--- config.mk ---
export PLATFORM = sky130hd
export DESIGN_NAME = lsu_ctrl
export DESIGN_NICKNAME = d
export VERILOG_FILES = /design/src/rtl/lsu_ctrl.sv
export SDC_FILE = /design/constraint.sdc
export NUM_CORES = 1
export LEC_CHECK = 0
export CAP_MARGIN = 20
export CELL_PAD_IN_SITES_DETAIL_PLACEMENT = 1
export CELL_PAD_IN_SITES_GLOBAL_PLACEMENT = 2
export CORE_MARGIN = 4
export CORE_UTILIZATION = 29
export CTS_BUF_LIST = sky130_fd_sc_hd__clkbuf_8
export CTS_CLUSTER_DIAMETER = 50
export DETAILED_ROUTE_END_ITERATION = 8
export GPL_TIMING_DRIVEN = 0
export PLACE_DENSITY_LB_ADDON = 0.12
export SLEW_MARGIN = 20
export SYNTH_ARGS = -nofsm -noshare
export SYNTH_HDL_FRONTEND = slang
export SYNTH_SLANG_ARGS = --single-unit
--- constraint.sdc ---
create_clock -name clk -period 4.8 [get_ports clk]
set_input_delay 0.96 -clock clk [delete_from_list [all_inputs] [get_ports clk]]
set_output_delay 0.96 -clock clk [all_outputs]
set_load 0.05 [all_outputs]
--- src/rtl/lsu_ctrl.sv ---
// Load/store controller: IDLE -> ACCESS -> RESP handshake FSM. Sizes, aligns and extends memory accesses.
// Optional macro LSU_MISALIGN_TRAP_EN rejects misaligned H/W accesses with resp_err instead of ignoring low address bits.
module lsu_ctrl (
    input  logic        clk,
    input  logic        rst_n,
    input  logic        req_valid,
    output logic        req_ready,
    input  logic        req_we,
    input  logic [2:0]  req_funct3,
    input  logic [31:0] req_addr,
    input  logic [31:0] req_wdata,
    output logic        resp_valid,
    input  logic        resp_ready,
    output logic [31:0] resp_rdata,
    output logic        resp_err,
    output logic        mem_we,
    output logic [3:0]  mem_strobe,
    output logic [31:0] mem_addr,
    output logic [31:0] mem_wdata,
    input  logic [31:0] mem_rdata
);

    typedef enum logic [1:0] {IDLE, ACCESS, RESP} state_t;

    state_t      state;
    logic        lat_we;
    logic        lat_err;
    logic [2:0]  lat_funct3;
    logic [1:0]  lat_off;

    logic        dec_illegal;
    logic        dec_misalign;
    logic        dec_err;
    logic [3:0]  dec_strobe;
    logic [31:0] dec_wdata;
    logic [7:0]  sel_byte;
    logic [15:0] sel_half;
    logic [31:0] load_data;

    // Decode the incoming request so the memory drive can be registered on acceptance.
    always_comb begin
        dec_illegal = 1'b0;
        case (req_funct3)
            3'b000, 3'b001, 3'b010: dec_illegal = 1'b0;
            3'b100, 3'b101:         dec_illegal = req_we;
            default:                dec_illegal = 1'b1;
        endcase

`ifdef LSU_MISALIGN_TRAP_EN
        dec_misalign = ((req_funct3[1:0] == 2'b01) && req_addr[0]) ||
                       ((req_funct3[1:0] == 2'b10) && (req_addr[1:0] != 2'b00));
`else
        dec_misalign = 1'b0;
`endif

        dec_err = dec_illegal | dec_misalign;

        dec_strobe = 4'b1111;
        dec_wdata  = req_wdata;
        case (req_funct3[1:0])
            2'b00: begin
                dec_strobe = 4'b0001 << req_addr[1:0];
                dec_wdata  = {4{req_wdata[7:0]}};
            end
            2'b01: begin
                dec_strobe = req_addr[1] ? 4'b1100 : 4'b0011;
                dec_wdata  = {2{req_wdata[15:0]}};
            end
            default: begin
                dec_strobe = 4'b1111;
                dec_wdata  = req_wdata;
            end
        endcase
    end

    // Lane selection uses the latched offset since mem_rdata follows the registered word address.
    always_comb begin
        sel_byte  = mem_rdata[{lat_off, 3'b000} +: 8];
        sel_half  = lat_off[1] ? mem_rdata[31:16] : mem_rdata[15:0];
        load_data = mem_rdata;
        case (lat_funct3)
            3'b000:  load_data = {{24{sel_byte[7]}}, sel_byte};
            3'b100:  load_data = {24'h000000, sel_byte};
            3'b001:  load_data = {{16{sel_half[15]}}, sel_half};
            3'b101:  load_data = {16'h0000, sel_half};
            default: load_data = mem_rdata;
        endcase
    end

    always_ff @(posedge clk or negedge rst_n) begin
        if (!rst_n) begin
            state      <= IDLE;
            req_ready  <= 1'b1;
            resp_valid <= 1'b0;
            resp_err   <= 1'b0;
            resp_rdata <= 32'h0;
            mem_we     <= 1'b0;
            mem_strobe <= 4'h0;
            mem_addr   <= 32'h0;
            mem_wdata  <= 32'h0;
            lat_we     <= 1'b0;
            lat_err    <= 1'b0;
            lat_funct3 <= 3'b000;
            lat_off    <= 2'b00;
        end else begin
            case (state)
                IDLE: begin
                    if (req_valid) begin
                        lat_we     <= req_we;
                        lat_err    <= dec_err;
                        lat_funct3 <= req_funct3;
                        lat_off    <= req_addr[1:0];
                        // Rejected requests leave the memory bus completely quiet.
                        mem_we     <= req_we & ~dec_err;
                        mem_strobe <= dec_err ? 4'h0 : (req_we ? dec_strobe : 4'b1111);
                        mem_addr   <= dec_err ? 32'h0 : {req_addr[31:2], 2'b00};
                        mem_wdata  <= (dec_err || !req_we) ? 32'h0 : dec_wdata;
                        req_ready  <= 1'b0;
                        state      <= ACCESS;
                    end
                end
                ACCESS: begin
                    mem_we     <= 1'b0;
                    mem_strobe <= 4'h0;
                    mem_addr   <= 32'h0;
                    mem_wdata  <= 32'h0;
                    resp_err   <= lat_err;
                    resp_rdata <= (lat_we || lat_err) ? 32'h0 : load_data;
                    resp_valid <= 1'b1;
                    state      <= RESP;
                end
                RESP: begin
                    if (resp_ready) begin
                        resp_valid <= 1'b0;
                        resp_err   <= 1'b0;
                        resp_rdata <= 32'h0;
                        req_ready  <= 1'b1;
                        state      <= IDLE;
                    end
                end
                default: state <= IDLE;
            endcase
        end
    end

endmodule
# == Word level (Yosys, flattened, before mapping) ==
# Index checks and enable logic that the tools add are counted.
# op_classes
eq_ne,12
n_shift,2
muxes,30
bitwise_logic,2
n_reduce_logical,17
# ops
op,n
32-bit one-hot mux with 2 select lines,4
32-bit 2-to-1 mux,6
32-bit one-hot mux with 4 select lines,1
32-bit by 6-bit indexed part select with 8-bit output,1
16-bit 2-to-1 mux,1
4-bit 2-to-1 mux,4
4-bit one-hot mux with 2 select lines,2
"3-bit == test, second input constant",4
1-bit one-hot mux with 2 select lines,5
2-bit AND reduction,4
"3-bit by 1-bit == test with 1-bit output, second input constant",2
3-bit logical NOT,2
2-bit one-hot mux with 3 select lines,1
2-bit nonzero test,3
"2-bit by 1-bit == test with 1-bit output, second input constant",2
2-bit logical NOT,2
1-bit 2-to-1 mux,4
2-bit 2-to-1 mux,2
"2-bit inequality test, second input constant",2
"1-bit by 2-bit << shifter with 4-bit output, first input constant",1
"3-bit by 2-bit == test with 1-bit output, second input constant",1
3-bit AND reduction,1
3-bit OR reduction,1
"2-bit == test, second input constant",1
other kinds (5),6
# totals
register_bits,113
out_inout_bits,104
elab_cells,76

# == Longest topological paths before layout ==
# Gate-level depths: netlist of the first run.
# logic_depth
word_depth,7
ltp_mapped,7
mapped_depth_nobuf,4

# == Least setup slack after synthesis of the first run ==
# No wires, ideal clock.
# synth_path
path_type,in2reg
start,input mem_rdata[23]
end,register resp_rdata[20]
setup_ps,65
t_arrival_ps,2325
setup_slack_ps,2409
cell_stages,5
cell_sequence,or3b_1 -> a32o_1 -> a2111oi_4 -> buf_6 -> a221o_2
# synth_via
elab_chain_cells,4
# synth_lines
item,line_no,text
start: declaration,20,input logic [31:0] mem_rdata
32-bit by 6-bit indexed part select with 8-bit output,78,"sel_byte = mem_rdata[{lat_off, 3'b000} +: 8];"
32-bit one-hot mux with 4 select lines,81,case (lat_funct3)
32-bit 2-to-1 mux,128,resp_rdata <= (lat_we || lat_err) ? 32'h0 : load_data;
32-bit one-hot mux with 2 select lines,106,case (state)
end signal: assignment,128,
end: declaration,14,"output logic [31:0] resp_rdata,"
# No other way between the ends.
# A chain may end at the register's enable or synchronous reset.

# == Worst setup path after layout of the first run ==
# layout_path
start,input req_valid
end,register mem_wdata[1]
# layout_via
elab_chain_cells,2
# layout_lines
item,line_no,text
start: declaration,6,"input logic req_valid,"
2-bit inequality test (no source line),n/a,
2-bit AND reduction (no source line),n/a,
end signal: assignment,117,mem_wdata <= (dec_err || !req_we) ? 32'h0 : dec_wdata;
end: declaration,19,"output logic [31:0] mem_wdata,"
# No other way between the ends.

==> results_dict.tcl, run 1 <==
set metrics [dict create \
    status "complete, no violations" \
    whs_ns 0.457 \
    insertion_delay_ns 0.39 \
    wl_um 17200 \
    drcViolationCount 0 \
    p_clk_share_pct 13.4 \
    row_count 47 \
    initial_utilization_pct 29.6 \
    layout_commonest_cell "clkdlybuf4s50_1" \
    hp-class "input port to async pin" \
    seqPwrFrac_pct 31.3 \
    timing.fmax_mhz 346 \
    internal-power_mw 2.34 \
    clk_pin_slew_ns 0.11 \
    met2WireLength_um 8580 \
    htreeDepth 3 \
    slew_headroom_pct 50.4 \
    post-route-worst-setup-slack_ns 1.91 \
    mostFrequentLayoutCells "clkdlybuf4s50_1 (204), dfrtp_1 (110), a22o_1 (65)" \
    p_sw_mw 2.13 \
    port_buffers 205 \
    syn2layout_area_growth_pct 52.2 \
    worst_ep_arrival_time_ns 3.22 \
    reg2reg_from "state[1]" \
    vdd_drop_max_mv 0.270 \
    place_hpwl_um 13100 \
    syn_inst 421 \
    worstMarginPinSlew_ns 0.744 \
    highest_layer "met4" \
    drtPass1Iterations 4 \
    die_area_mm2 0.0191 \
    crit_chain "clkdlybuf4s50_1 -> nor3b_1 -> and3_1 -> clkbuf_1 -> and2_1 -> clkbuf_1 -> a22o_1" \
    synth_ff_type "dfrtp_1" \
    synth_edf_count 0 \
    end_kind "flop" \
    finalCriticalPeriod_ns 2.89 \
    grt_max_degree 79 \
    grt_pass1_vias 4750 \
    ios 208 \
    pre_cts_ws_ns 1.45 \
    async_flop_share_pct 100 \
    clock_skew_ns 0.0180 \
    crit_buf_inv 3 \
    yosys_warnings 0 \
    avgSynthCellArea_um2 11.7 \
    core_mm2 0.0166 \
    fp.dieH_um 138 \
    postCtsHoldBufs 0 \
    r2r-end "resp_rdata[25]" \
    cpMaxStageDelayCell "clkdlybuf4s50_1" \
    cts_buffers 9 \
    wl_per_cell_um 19.9 \
    worst_path_most_repeated_cell "clkbuf_1" \
    root_buffer "clkbuf_8" \
    cts_buffer_depth 2 \
    slowest_delay_ns 0.50 \
    antenna_found_initial 0 \
    overflow 0 \
    slew_violations 0 \
    tritoncts "done" \
    path_class "input port to flop" \
    cp_data_required_time_ns 5.13 \
    cts_resized 0 \
    drt_iter0_markers 191 \
    rsz0062_at_grt "no" \
    cellPowerDensity_mw_per_mm2 597 \
    leakage_nw 3.20 \
    grt_pass1_wl_um 27300 \
    dr_wl_met3_um 1170 \
    avgViaCountPerCell 5.01 \
    wl_met1_um 7300 \
    hold_violations 0 \
    track_usage_pct 18.0 \
    period_share_pct 60.2 \
    path_delay_family "buffers and inverters" \
    setup_viol 0 \
    drive_gt1_share_pct 6.99 \
    die_x_um 138 \
    ant_nets 0 \
    crit_cells 7 \
    pwr-share-comb_pct 55.3 \
    start_kind "input port" \
    vias 4329 \
    ys_seq_area_share_pct 56.6 \
    r2r_slack_ns 2.44 \
    ys_ff_latch 111 \
    post_cts_buffers 0 \
    cp_max_fo 9 \
    cts_sinks 111 \
    synth.distinct_cells 42 \
    r2r_cells 5 \
    syn-cell-area_mm2 0.00491 \
    maxCapViolCount 0 \
    swShare_pct 47.6 \
    fin_nets 743 \
    gp_congestion 0.766 \
    antenna_cells 0 \
]
registers in the layout (all words and copies together) (netlist names):
signal and cells:
lat_err 1, lat_funct3 3, lat_off 2, lat_we 1, mem_addr 30, mem_strobe 4
mem_wdata 32, mem_we 1, req_ready 1, resp_err 1, resp_rdata 32, resp_valid 1
state 2
cell type report:
cell class                      instances  area (µm²)
Tap cell                              220         275
Clock inverter                          7        78.8
Buffer                                 35         160
Sequential cell                       111        2780
Multi-Input combinational cell        267        1940
Timing Repair Buffer                  206        2080
Inverter                                9        33.8
Fill cell                            1803        9110
Clock buffer                            9         124
worst max-delay path by stage:
stage | startpoint | end | slack [ns]
after CTS | req_valid | mem_wdata[6] | 1.88
after detailed placement | req_valid | mem_wdata[0] | 1.45
after global routing | req_valid | mem_wdata[0] | 1.75
final | req_valid | mem_wdata[1] | 1.91
after global placement | rst_n | mem_addr[10] | -1.71
after floorplan | mem_rdata[23] | resp_rdata[20] | 2.41
synthesized netlist by cell type (all sizes together), types with 2 or more instances:
library cell	instances	area (µm²)
nor2	12	45.0
or3b	2	17.5
inv	8	30.0
a22o	65	569
o21ai	28	140
dfrtp	110	2750
a221o	17	183
clkbuf	25	95.1
a2bb2oi	6	52.6
nand2b	20	125
mux2i	23	230
nor3b	2	15.0
mux2	7	78.8
nor2b	4	25.0
o221ai	6	52.6
o22ai	9	56.3
buf	10	65.1
a21oi	16	80.1
nand2	33	124
power by group through the flow:
stage	clock network (mW)	logic (mW)	registers [mW]
global placement	0	2.47	1.41
CTS	0.625	2.50	1.40
detailed placement	0	2.50	1.42
floorplan	0	0.725	2.26
global route	0.667	2.61	1.44
finish	0.598	2.47	1.40
metrics by stage:
step                cells  instance area [µm²]  TNS [ns]  power, mW  util [%]
global route          864                 7480         0       4.72      45.1
floorplan             422                 4920         0       2.99         -
detailed placement    848                 7270         0       3.91      43.9
CTS                   864                 7480         0       4.53      45.1
finish                864                 7480         0       4.46      45.1
global placement      847                 7240   -187.21       3.88      43.7
per-layer routing:
| layer | global-route usage [%] | vias up |
|---|---|---|
| met1 | 22.3 | 2175 |
| met3 | 5.80 | 11 |
| met5 | 0 | - |
| met2 | 30.3 | 136 |
| li1 | - | 2007 |
| met4 | 4.84 | 0 |
logic make-up after synthesis:
kind of cell | share of synthesized area [%]
AND/OR/NAND/NOR | 7.87
buffers and inverters | 3.95
other | 0.0763
multiplexers | 6.75
AO/OA/AOI/OAI | 24.8
flip-flops | 56.6
No activity file was read; power rests on OpenSTA's default activity.
==> run 2, diff against run 1 <==
--- a/config.mk
+++ b/config.mk
@@ -9,7 +9,7 @@
 export CELL_PAD_IN_SITES_DETAIL_PLACEMENT = 1
 export CELL_PAD_IN_SITES_GLOBAL_PLACEMENT = 2
 export CORE_MARGIN = 4
-export CORE_UTILIZATION = 29
+export CORE_UTILIZATION = 24
 export CTS_BUF_LIST = sky130_fd_sc_hd__clkbuf_8
 export CTS_CLUSTER_DIAMETER = 50
 export DETAILED_ROUTE_END_ITERATION = 8
==> constraint.sdc (replaced) <==
create_clock -name clk -period 2.5 [get_ports clk]
set_input_delay 0.5 -clock clk [delete_from_list [all_inputs] [get_ports clk]]
set_output_delay 0.5 -clock clk [all_outputs]
set_load 0.05 [all_outputs]
==> results_dict.tcl, run 2 (synthesis results as in run 1) <==
set metrics [dict create \
    root_buffer "clkbuf_8" \
    drtPass1Iterations 4 \
    fillers 2227 \
    place_hpwl_um 13900 \
    fin_nets 743 \
    row_count 52 \
    avgViaCountPerCell 4.75 \
    slew_headroom_pct 44.8 \
    drcViolationCount 0 \
    period_share_pct 94.4 \
    worst_ep_arrival_time_ns 2.70 \
    cp_data_required_time_ns 2.84 \
    core_mm2 0.0202 \
    syn2layout_area_growth_pct 54.1 \
    r2r_slack_ns 0.25 \
    start_kind "input port" \
    path_class "input port to flop" \
    worstHoldEndpoint "mem_wdata[21]" \
    status "complete, no violations" \
    cts_buffer_depth 2 \
    worstMarginPinSlew_ns 0.828 \
    finalCriticalPeriod_ns 2.36 \
    rsz0062_at_grt "no" \
    gp_congestion 0.796 \
    drive_gt1_share_pct 7.76 \
    place_area_mm2 0.00734 \
    initial_utilization_pct 24.4 \
    insertion_delay_ns 0.40 \
    r2r_cells 5 \
    ios 208 \
    drt_iter0_markers 156 \
    cts_buffers 9 \
    hp-class "flop to flop" \
    clk_pin_slew_ns 0.11 \
    clock_skew_ns 0.0116 \
    r2r-end "resp_rdata[23]" \
    cp_max_fo 10 \
    dp.cells 898 \
    htreeDepth 3 \
    wl_um 18200 \
    setup-tns-final_ns 0 \
    grt_pass1_wl_um 27800 \
    vdd_drop_max_mv 0.394 \
    track_usage_pct 15.9 \
    hold-path-cell-count 2 \
    reg2reg_from "state[1]" \
    setup_viol 0 \
    grt_max_degree 72 \
    fp.dieH_um 151 \
    timing.fmax_mhz 424 \
    cts_sinks 111 \
    final-instance-count-excl-fill 914 \
    antenna_found_initial 0 \
    maxCapViolCount 0 \
    antenna_cells 0 \
    die_area_mm2 0.0228 \
    whs_ns 0.486 \
    wl_per_cell_um 19.9 \
    tritoncts "done" \
    vias 4343 \
    grt_pass1_vias 4905 \
    layout_commonest_cell "clkdlybuf4s50_1" \
    ant_nets 0 \
    die_x_um 151 \
    cellPowerDensity_mw_per_mm2 1150 \
    mostFrequentLayoutCells "clkdlybuf4s50_1 (204), dfrtp_1 (110), a22o_1 (65)" \
    leakage_nw 3.22 \
    min-delay-start "mem_wdata[21]" \
    overflow 0 \
    hold_violations 0 \
    port_buffers 205 \
    largestRegisters "mem_wdata: 32 flops, resp_rdata: 32 flops, mem_addr: 30 flops" \
    final_area_mm2 0.00757 \
    end_kind "flop" \
    slew_violations 0 \
]
-- run 2: through the flow --
| stage | total power [mW] | utilization (%) | worst slack [ns] |
|---|---|---|---|
| after detailed placement | 7.58 | 36.4 | -0.622 |
| after global routing | 9.16 | 37.5 | 0.0170 |
| after floorplan | 5.74 | - | 0.556 |
| final | 8.69 | 37.5 | 0.140 |
| after global placement | 7.50 | 36.2 | -3.64 |
| after CTS | 8.82 | 37.5 | 0.0311 |
-- run 2: report_power, final --
group          leakage (nW)  total (mW)  internal (mW)  switching (mW)
Sequential             1.49        2.68           2.34           0.346
Clock                 0.105        1.20          0.487           0.709
Combinational          1.62        4.81           1.68            3.12
-- run 2: area by class of cell --
| cell class | instances | area [µm²] | share of cell area [%] |
|---|---|---|---|
| clock buffers | 9 | 124 | 1.64 |
| multi-input cells | 267 | 1960 | 25.8 |
| well taps | 270 | 338 | 4.46 |
| clock inverters | 7 | 91.3 | 1.21 |
| plain buffers | 34 | 159 | 2.10 |
| repair buffers | 207 | 2090 | 27.6 |
| inverters | 9 | 33.8 | 0.446 |
| flip-flops and latches | 111 | 2780 | 36.7 |
-- run 2: worst max-delay path, cell delays in order --
cell,delay (ns)
clkdlybuf4s50_1,0.57
or3b_1,0.36
a32o_1,0.28
a2111oi_4,0.63
buf_6,0.22
a221o_2,0.12
-- run 2: how the worst max path moves through the flow --
stage / endpoint / startpoint / slack, ns
global placement: mem_addr[10] / rst_n / -3.64
finish: resp_rdata[23] / mem_rdata[23] / 0.14
detailed placement: mem_wdata[6] / req_valid / -0.62
global route: resp_rdata[23] / mem_rdata[23] / 0.02
CTS: mem_wdata[6] / req_valid / 0.03
floorplan: resp_rdata[20] / lat_funct3[0] / 0.56
-- run 2: timing repair --
action                                 4_1_cts  5_1_grt
setup endpoints to repair                   21       29
pin swaps                                    0        0
hold buffers                                 1        0
setup buffers                                0        0
endpoints found under the hold margin        2        0
resized for setup                            1        6
-- run 2: metal layers --
layer	wire (µm)	GRT usage, %	vias to the layer above
met5	0	0	-
met4	236	4.67	0
met3	1260	4.37	15
met2	8840	26.3	141
met1	7830	20.3	2180
li1	-	-	2007
==> run 3, diff against run 2 <==
--- a/config.mk
+++ b/config.mk
@@ -14,6 +14,7 @@
 export CTS_CLUSTER_DIAMETER = 50
 export DETAILED_ROUTE_END_ITERATION = 8
 export GPL_TIMING_DRIVEN = 0
+export MAX_ROUTING_LAYER = met4
 export PLACE_DENSITY_LB_ADDON = 0.12
 export SLEW_MARGIN = 20
 export SYNTH_ARGS = -nofsm -noshare
==> results_dict.tcl, run 3 (synthesis results as in run 1) <==
set metrics [dict create \
    status "complete, no violations" \
    core_mm2 0.0202 \
    crit_chain "clkdlybuf4s50_1 -> or3b_1 -> a32o_1 -> a2111oi_4 -> buf_6 -> a221o_2" \
    gp_congestion 0.807 \
    maxCapViolCount 0 \
    port_buffers 205 \
    row_count 52 \
    wl_um 18200 \
    worst_ep_arrival_time_ns 2.69 \
    cts_buffers 9 \
    pre_cts_ws_ns -0.622 \
    fillers 2227 \
    total_power_mw 8.69 \
    start_kind "input port" \
    cts_buffer_depth 2 \
    syn2layout_area_growth_pct 54.1 \
    clock_skew_ns 0.00955 \
    tritoncts "done" \
    fin_nets 743 \
    rsz0062_at_grt "no" \
    cts_sinks 111 \
    overflow 0 \
    mostFrequentLayoutCells "clkdlybuf4s50_1 (204), dfrtp_1 (110), a22o_1 (65)" \
    die_x_um 151 \
    timing.fmax_mhz 427 \
    setup_viol 0 \
    post-route-worst-setup-slack_ns 0.156 \
    hp-class "flop to flop" \
    avgViaCountPerCell 4.74 \
    track_usage_pct 16.3 \
    worstMarginPinSlew_ns 0.827 \
    insertion_delay_ns 0.41 \
    wl_per_cell_um 19.9 \
    place_area_mm2 0.00734 \
    slew_violations 0 \
    post_cts_buffers 0 \
    grt_pass1_wl_um 27800 \
    htreeDepth 3 \
    slew_headroom_pct 44.8 \
    cpMaxStageDelayCell "a2111oi_4" \
    initial_utilization_pct 24.4 \
    ant_nets 0 \
    path_class "input port to flop" \
    drcViolationCount 0 \
    clk_pin_slew_ns 0.12 \
    end_kind "flop" \
    period_share_pct 93.8 \
    vdd_drop_max_mv 0.395 \
    grt_max_degree 72 \
    largestRegisters "mem_wdata: 32 flops, resp_rdata: 32 flops, mem_addr: 30 flops" \
    fp.dieH_um 151 \
    cp_max_fo 10 \
    cp_data_required_time_ns 2.85 \
    finalCriticalPeriod_ns 2.34 \
    slowest_delay_ns 0.63 \
    layout_commonest_cell "clkdlybuf4s50_1" \
    drt_iter0_markers 210 \
    antenna_found_initial 0 \
    final_area_mm2 0.00757 \
    hold_violations 0 \
    vias 4336 \
    antenna_cells 0 \
    place_hpwl_um 13900 \
    grt_pass1_vias 4909 \
    root_buffer "clkbuf_8" \
    drtPass1Iterations 4 \
    die_area_mm2 0.0228 \
    whs_ns 0.487 \
    ios 208 \
    cellPowerDensity_mw_per_mm2 1150 \
    drive_gt1_share_pct 7.76 \
    leakage_nw 3.22 \
]
run 3: cell counts in the layout (fill, tap and decap cells not counted):
Identical to the previous run, type by type.
run 3: power by group:
part,switching (mW),total (mW),internal (mW)
clock network,0.717,1.20,0.487
registers,0.347,2.69,2.34
logic,3.12,4.81,1.68
total,4.19,8.69,4.51
run 3: cell type report:
class,count,area [µm²],share of cell area [%]
multi-input combinational,267,1960,25.8
sequential,111,2780,36.7
clock inverter,7,91.3,1.21
inverter,9,33.8,0.446
buffer,34,159,2.10
timing repair buffer,207,2090,27.6
tap,270,338,4.46
clock buffer,9,124,1.64
run 3: path summary, 6_finish.rpt:
kind / startpoint / end / slack (ns) / cells after the start
max: mem_rdata[23] / resp_rdata[23] / 0.16 / 6
min: mem_wdata[21] / mem_wdata[21] / 0.49 / 2
max reg2reg: state[1] / resp_rdata[23] / 0.24 / 5
min reg2reg: mem_wdata[21] / mem_wdata[21] / 0.49 / 2
max in group asynchronous: rst_n / req_ready / 1.18 / 3
min in group asynchronous: rst_n / resp_rdata[5] / 0.57 / 2
run 3: what timing repair did:
| item | in CTS | in global routing |
|---|---|---|
| gates resized for setup | 1 | 6 |
| endpoints found under the setup margin | 21 | 29 |
| hold endpoints to repair | 2 | 0 |
| hold buffers | 1 | 0 |
run 3: through the flow:
stage,utilization (%),setup TNS (ns),std cells
2_1_floorplan,-,0,422
3_3_place_gp,36.2,-427.31,897
3_5_place_dp,36.4,-29.15,898
4_1_cts,37.5,0,915
5_1_grt,37.5,0,914
6_report,37.5,0,914
run 3: layer usage:
metal | vias to the layer above | global-route usage (%) | wire length [µm]
li1 | 2007 | - | -
met1 | 2180 | 20.7 | 8050
met2 | 136 | 26.3 | 8820
met3 | 13 | 3.74 | 1090
met4 | 0 | 4.67 | 243
met5 | - | - | 0
run 3: worst max-delay path: cells and delay by family:
family / cells / cell delay (ns)
AOI/OAI and AO/OA: 3 / 1.04
buffers and inverters: 2 / 0.79
and+or+nand+nor: 1 / 0.36
